`src/rtl/sseg_serial_driver_pkg.sv`:
```
// Shared definitions for the seven-segment serial driver: FSM states,
// segment bit positions and the active-low hex-to-segment table.
package sseg_serial_driver_pkg;

  typedef enum logic [1:0] {
    ST_IDLE,
    ST_LOAD,
    ST_SHIFT,
    ST_LATCH
  } state_e;

  localparam logic [7:0] SEG_BLANK = 8'hFF;

  localparam int unsigned SEG_BIT_A  = 0;
  localparam int unsigned SEG_BIT_B  = 1;
  localparam int unsigned SEG_BIT_C  = 2;
  localparam int unsigned SEG_BIT_D  = 3;
  localparam int unsigned SEG_BIT_E  = 4;
  localparam int unsigned SEG_BIT_F  = 5;
  localparam int unsigned SEG_BIT_G  = 6;
  localparam int unsigned SEG_BIT_DP = 7;

  // {g,f,e,d,c,b,a}, active-low; the decimal point is carried separately.
  localparam logic [6:0] HEX_SEG_TABLE [16] = '{
    7'h40, 7'h79, 7'h24, 7'h30, 7'h19, 7'h12, 7'h02, 7'h78,
    7'h00, 7'h10, 7'h08, 7'h03, 7'h46, 7'h21, 7'h06, 7'h0E
  };

endpackage

```
`src/rtl/sseg_serial_driver_hex_decode.sv`:
```
// Combinational hex nibble to active-low 7-segment pattern {g,f,e,d,c,b,a}.
module sseg_hex_decode
  import sseg_serial_driver_pkg::*;
(
  input  logic [3:0] hex,
  output logic [6:0] seg_n
);

  always_comb begin
    seg_n = HEX_SEG_TABLE[hex];
  end

endmodule

```
`src/rtl/sseg_serial_driver.sv`:
```
// Serial driver for an N-digit seven-segment display behind a shift-register
// chain: builds the segment vector, snapshots it and shifts it out MSB-first.
module sseg_serial_driver
  import sseg_serial_driver_pkg::*;
#(
  parameter int unsigned NUM_DIGITS = 8,
  parameter int unsigned CLK_DIV    = 2,
  parameter int unsigned BLINK_BITS = 24
) (
  input  logic                      clk,
  input  logic                      rst,
  input  logic                      start,
  input  logic                      mode,
  input  logic [4*NUM_DIGITS-1:0]   hexs,
  input  logic [NUM_DIGITS-1:0]     points,
  input  logic [NUM_DIGITS-1:0]     les,
  input  logic [8*NUM_DIGITS-1:0]   raw_map,
  output logic                      seg_clk,
  output logic                      seg_sout,
  output logic                      seg_pen,
  output logic                      seg_clrn,
  output logic                      busy,
  output logic                      done
);

  localparam int unsigned VEC_W = 8 * NUM_DIGITS;
  localparam int unsigned DIV_W = $clog2(2 * CLK_DIV);
  localparam int unsigned BIT_W = $clog2(VEC_W);

  localparam logic [DIV_W-1:0] DIV_LAST = DIV_W'(2 * CLK_DIV - 1);
  localparam logic [DIV_W-1:0] DIV_HIGH = DIV_W'(CLK_DIV);
  localparam logic [BIT_W-1:0] BIT_LAST = BIT_W'(VEC_W - 1);

  state_e                state_q, state_d;
  logic [VEC_W-1:0]      sr_q, sr_d;
  logic [DIV_W-1:0]      div_q, div_d;
  logic [BIT_W-1:0]      bit_q, bit_d;
  logic [BLINK_BITS-1:0] blink_q, blink_d;
  logic                  seg_clk_q, seg_clk_d;
  logic                  seg_sout_q, seg_sout_d;
  logic                  seg_pen_q, seg_pen_d;
  logic                  clrn_q, clrn_d;
  logic                  busy_q, busy_d;
  logic                  done_q, done_d;

  logic [6:0]            seg7 [NUM_DIGITS];
  logic [VEC_W-1:0]      text_vec;
  logic [VEC_W-1:0]      seg_vec;
  logic [DIV_W-1:0]      div_inc;
  logic                  blink_phase;

  for (genvar g = 0; g < NUM_DIGITS; g++) begin : g_dec
    sseg_hex_decode u_dec (
      .hex   (hexs[4*g +: 4]),
      .seg_n (seg7[g])
    );
  end

  assign blink_phase = blink_q[BLINK_BITS-1];

  always_comb begin
    logic [7:0] digit_byte;
    text_vec = '1;
    for (int unsigned i = 0; i < NUM_DIGITS; i++) begin
      digit_byte = SEG_BLANK;
      if (!(les[i] && blink_phase)) begin
        digit_byte[SEG_BIT_DP]            = ~points[i];
        digit_byte[SEG_BIT_G:SEG_BIT_A]   = seg7[i];
      end
      text_vec[8*i +: 8] = digit_byte;
    end
    seg_vec = mode ? text_vec : raw_map;
  end

  // Output flops are loaded with the value for the state being entered, so
  // every output is registered yet lines up with the FSM state it belongs to.
  always_comb begin
    state_d    = state_q;
    sr_d       = sr_q;
    div_d      = div_q;
    bit_d      = bit_q;
    blink_d    = blink_q + 1'b1;
    seg_clk_d  = 1'b0;
    seg_sout_d = seg_sout_q;
    seg_pen_d  = seg_pen_q;
    clrn_d     = 1'b1;
    busy_d     = 1'b0;
    done_d     = 1'b0;
    div_inc    = div_q + 1'b1;

    unique case (state_q)
      ST_IDLE: begin
        if (start) begin
          state_d    = ST_LOAD;
          sr_d       = seg_vec;
          busy_d     = 1'b1;
          seg_pen_d  = 1'b0;
          seg_sout_d = 1'b1;
        end
      end

      ST_LOAD: begin
        state_d    = ST_SHIFT;
        div_d      = '0;
        bit_d      = '0;
        busy_d     = 1'b1;
        seg_pen_d  = 1'b0;
        seg_sout_d = sr_q[VEC_W-1];
        sr_d       = {sr_q[VEC_W-2:0], 1'b1};
      end

      ST_SHIFT: begin
        busy_d    = 1'b1;
        seg_pen_d = 1'b0;
        if (div_q == DIV_LAST) begin
          if (bit_q == BIT_LAST) begin
            state_d    = ST_LATCH;
            seg_sout_d = 1'b1;
            seg_pen_d  = 1'b1;
            done_d     = 1'b1;
          end else begin
            bit_d      = bit_q + 1'b1;
            div_d      = '0;
            seg_sout_d = sr_q[VEC_W-1];
            sr_d       = {sr_q[VEC_W-2:0], 1'b1};
          end
        end else begin
          div_d     = div_inc;
          seg_clk_d = (div_inc >= DIV_HIGH);
        end
      end

      ST_LATCH: begin
        state_d = ST_IDLE;
      end

      default: begin
        state_d = ST_IDLE;
      end
    endcase
  end

  always_ff @(posedge clk) begin
    if (rst) begin
      state_q    <= ST_IDLE;
      sr_q       <= '1;
      div_q      <= '0;
      bit_q      <= '0;
      blink_q    <= '0;
      seg_clk_q  <= 1'b0;
      seg_sout_q <= 1'b1;
      seg_pen_q  <= 1'b0;
      clrn_q     <= 1'b0;
      busy_q     <= 1'b0;
      done_q     <= 1'b0;
    end else begin
      state_q    <= state_d;
      sr_q       <= sr_d;
      div_q      <= div_d;
      bit_q      <= bit_d;
      blink_q    <= blink_d;
      seg_clk_q  <= seg_clk_d;
      seg_sout_q <= seg_sout_d;
      seg_pen_q  <= seg_pen_d;
      clrn_q     <= clrn_d;
      busy_q     <= busy_d;
      done_q     <= done_d;
    end
  end

  assign seg_clk  = seg_clk_q;
  assign seg_sout = seg_sout_q;
  assign seg_pen  = seg_pen_q;
  assign seg_clrn = clrn_q;
  assign busy     = busy_q;
  assign done     = done_q;

endmodule

```
`config.mk`:
```
export PLATFORM = sky130hd
export DESIGN_NAME = sseg_serial_driver
export DESIGN_NICKNAME = d
export VERILOG_FILES = /design/src/rtl/sseg_serial_driver_pkg.sv /design/src/rtl/sseg_serial_driver_hex_decode.sv /design/src/rtl/sseg_serial_driver.sv
export SDC_FILE = /design/constraint.sdc
export NUM_CORES = 1
export LEC_CHECK = 0
export CORE_ASPECT_RATIO = 0.5
export CORE_UTILIZATION = 30
export DETAILED_ROUTE_END_ITERATION = 10
export PLACE_DENSITY = 0.62
export SLEW_MARGIN = 20
export SYNTH_ARGS = -nofsm -noshare
export SYNTH_HDL_FRONTEND = slang
export SYNTH_SLANG_ARGS = --single-unit
```
`constraint.sdc`:
```
create_clock -name clk -period 3.01 [get_ports clk]
set_input_delay 0.301 -clock clk [delete_from_list [all_inputs] [get_ports clk]]
set_output_delay 0.301 -clock clk [all_outputs]
set_load 0.01 [all_outputs]
```
==> results.py <==
metrics = {
    "outcome": {
        "status": "complete, no violations",
    },
    "critical_path": {
        "cp_cell_sequence": "inv_1, ha_1, and3_1, a21o_1, o21ai_2, buf_4, o32a_1",
        "worstPathRequired_ns": 3.30,
        "path_buf_inv": 2,
        "path_class": "reg -> reg",
        "cp-end-kind": "register",
        "start_kind": "register",
        "cp_max_fo": 19,
        "cpMaxStageDelayCell": "o21ai_2",
        "arrival_ns": 2.85,
        "crit_path_max_incr_delay_ns": 0.62,
        "cp_top_family": "compound AO/OA/AOI/OAI gates",
    },
    "floorplanning": {
        "dieArea_sq_mm": 0.0249,
        "die_w_microns": 222,
        "die_y_microns": 112,
        "fp-row-count": 39,
        "io_pins": 122,
        "start_util_pct": 31.2,
        "core-area_sq_mm": 0.0233,
    },
    "cells_and_area": {
        "drive_above_1_share_pct": 7.45,
        "fill_cells": 2354,
        "area_delta_synth_final_pct": 25.4,
        "utilization_pct": 39.1,
        "final_nets": 1128,
        "multiInputGateArea_sq_mm": 0.00477,
        "seq_area_sq_mm": 0.00208,
    },
    "synthesis": {
        "syn_inst": 862,
        "ys_async_sr_fraction_pct": 0,
        "synth_edf_count": 0,
        "ys_warn_count": 0,
        "synth.avg_cell_area_sq_um": 8.42,
        "synth_most_common_cell": "dfxtp_1",
        "synth_compound_area_share_pct": 26.1,
        "yosys.area_share.adder_pct": 11.0,
        "synthMuxAreaShare_pct": 8.59,
        "synth_flop_cell": "dfxtp_1",
        "ys_top_cells_by_area": "dfxtp_1, ha_1, nor2_1",
        "post_synth_and_or_nand_nor_area_fraction_pct": 18.6,
        "syn-cell-area_sq_mm": 0.00726,
        "synth_top_family_by_area": "compound AO/OA/AOI/OAI gates",
        "synth_xor_xnor_area_share_pct": 1.33,
        "synth.top_cells.by_count": "dfxtp_1, nor2_1, ha_1",
        "syn_nets": 1042,
        "synth_area_leader_cell": "dfxtp_1",
        "ys_ff_latch": 104,
        "synth.distinct_cells": 64,
        "synth_top_cell_area_share_pct": 28.7,
        "synth.yosys.seq_area_share_pct": 28.7,
    },
    "detailed_routing": {
        "viasPerCell": 5.40,
        "dr.first_iter.drc_count": 505,
        "drtPass1Iterations": 5,
        "postRouteAntennaNets": 0,
        "drt-total-wl_microns": 20700,
        "drc_errors": 0,
        "vias": 6811,
        "wire_per_inst_microns": 16.4,
    },
    "clocking": {
        "cts_buffers": 9,
        "cts_num_sinks": 104,
        "clockBufferDepth": 2,
        "clock_latency_ns": 0.35,
        "cts_max_level": 3,
        "post-cts-setup-buffer-count": 0,
        "cts-root-buf": "clkbuf_16",
        "cts_tree": "yes",
        "cts_hold_buf": 0,
        "clk_pin_slew_ns": 0.07,
        "cts_resized": 0,
    },
    "timing": {
        "drv_slew": 0,
        "finalCriticalPeriod_ns": 2.56,
        "maxSlewHeadroom_pct": 30.1,
        "holdWs_ns": 0.324,
        "setup_violations": 0,
        "worstMarginPinSlew_ns": 1.05,
        "fin_skew_ns": 0.0120,
        "period_share_pct": 85.0,
        "rsz0062_at_grt": "no",
        "max_freq_ghz": 0.391,
        "fin_tns_setup_ns": 0,
        "finalHoldViolCount": 0,
    },
    "global_route": {
        "grt_pass1_vias": 6586,
        "grt-ovfl-total": 0,
        "grt_util_all_layers_pct": 16.5,
        "antenna_found_initial": 2,
        "grt_max_degree": 61,
        "grt_pass1_wl_microns": 33500,
    },
    "placement": {
        "port_buffers": 121,
        "hpwl_microns": 15400,
        "gp_congestion": 0.870,
    },
    "run": {
        "maxCapViolations": 0,
    },
    "hold_path": {
        "hp-class": "in -> reg",
    },
    "power_and_ir_drop": {
        "power_density_mw_per_mm2": 716,
        "fin_total_pwr_mw": 6.52,
        "ir_worst_vdd_uv": 516,
        "p_leak_nw": 3.55,
    },
}
-- metrics by stage --
| step | area, sq um | setup slack, ns | instances |
|---|---|---|---|
| final | 9100 | 0.451 | 1262 |
| after global routing | 9100 | 0.285 | 1262 |
| after CTS | 9090 | 0.449 | 1260 |
| after detailed placement | 8730 | 0.471 | 1244 |
| after global placement | 8730 | 0.541 | 1244 |
| after floorplan | 7260 | 0.971 | 862 |
-- power breakdown --
group	total (mW)	internal (mW)	switching, mW
Combinational	3.27	1.36	1.91
Clock	1.40	0.883	0.521
Sequential	1.84	1.69	0.151
Total	6.52	3.93	2.58
-- kinds of logic (layout without fill, tap and decap cells) --
kind of cell    after synthesis  in the layout
other cells                   0              2
buf+inv                     102            193
compound gates              254            254
fa+ha+maj                    64             64
flops                       104            104
simple gates                273            273
xor+xnor                     11             11
mux                          54             54
-- layout make-up --
class / count / area share, %
clock buffer: 12 / 2.93
inverter: 39 / 1.61
timing repair buffer: 138 / 14.7
tap: 307 / 4.22
sequential: 104 / 22.9
antenna: 2 / 0.0550
multi-input combinational: 656 / 52.5
clock inverter: 4 / 1.09
-- layout by cell type (no fill, tap or decap), drive strengths merged, types with 9 or more instances in the layout --
cell type / n
a211oi: 35
a21oi: 29
a311oi: 11
a31oi: 17
a32oi: 10
and2: 20
buf: 19
clkbuf: 12
clkdlybuf4s50: 119
dfxtp: 104
ha: 64
inv: 38
mux2: 16
mux2i: 33
nand2: 59
nand3: 16
nor2: 89
nor2b: 15
nor3: 18
o21ai: 23
o221ai: 12
o22a: 12
o22ai: 15
o31ai: 25
o32a: 21
or3: 9
or4: 9
-- worst register-to-register path, cell delays in order, from the launching register on --
cell and delay [ns]:
dfxtp_1 0.38, inv_1 0.10, ha_1 0.33, and3_1 0.26, a21o_1 0.21, o21ai_2 0.62
buf_4 0.38, o32a_1 0.20
-- worst paths after layout --
kind	start	endpoint	slack [ns]	depth (start not counted)
setup / recovery	state_q[0]$_SDFFE_PP0P_	sr_q[41]$_SDFFE_PP1P_	0.45	7
hold / removal	rst	seg_clrn$_DFF_P_	0.32	3
setup reg to reg	state_q[0]$_SDFFE_PP0P_	sr_q[41]$_SDFFE_PP1P_	0.45	7
hold reg to reg	sr_q[27]$_SDFFE_PP1P_	sr_q[27]$_SDFFE_PP1P_	0.45	2
-- flip-flops by register name, summed over array words and instances (netlist names) --
register  count
seg_pen       1
seg_clrn      1
seg_sout      1
div_q         2
blink_q      24
sr_q         64
done          1
seg_clk       1
state_q       2
busy          1
bit_q         6
-- metal layers --
metal,vias up,global-route usage [%],wire length [microns]
met2,132,28.6,9960
met4,0,6.53,445
li1,3390,-,-
met1,3263,20.4,9470
met5,-,0,0
met3,26,3.06,786
Power figures use the tool's default switching activity.
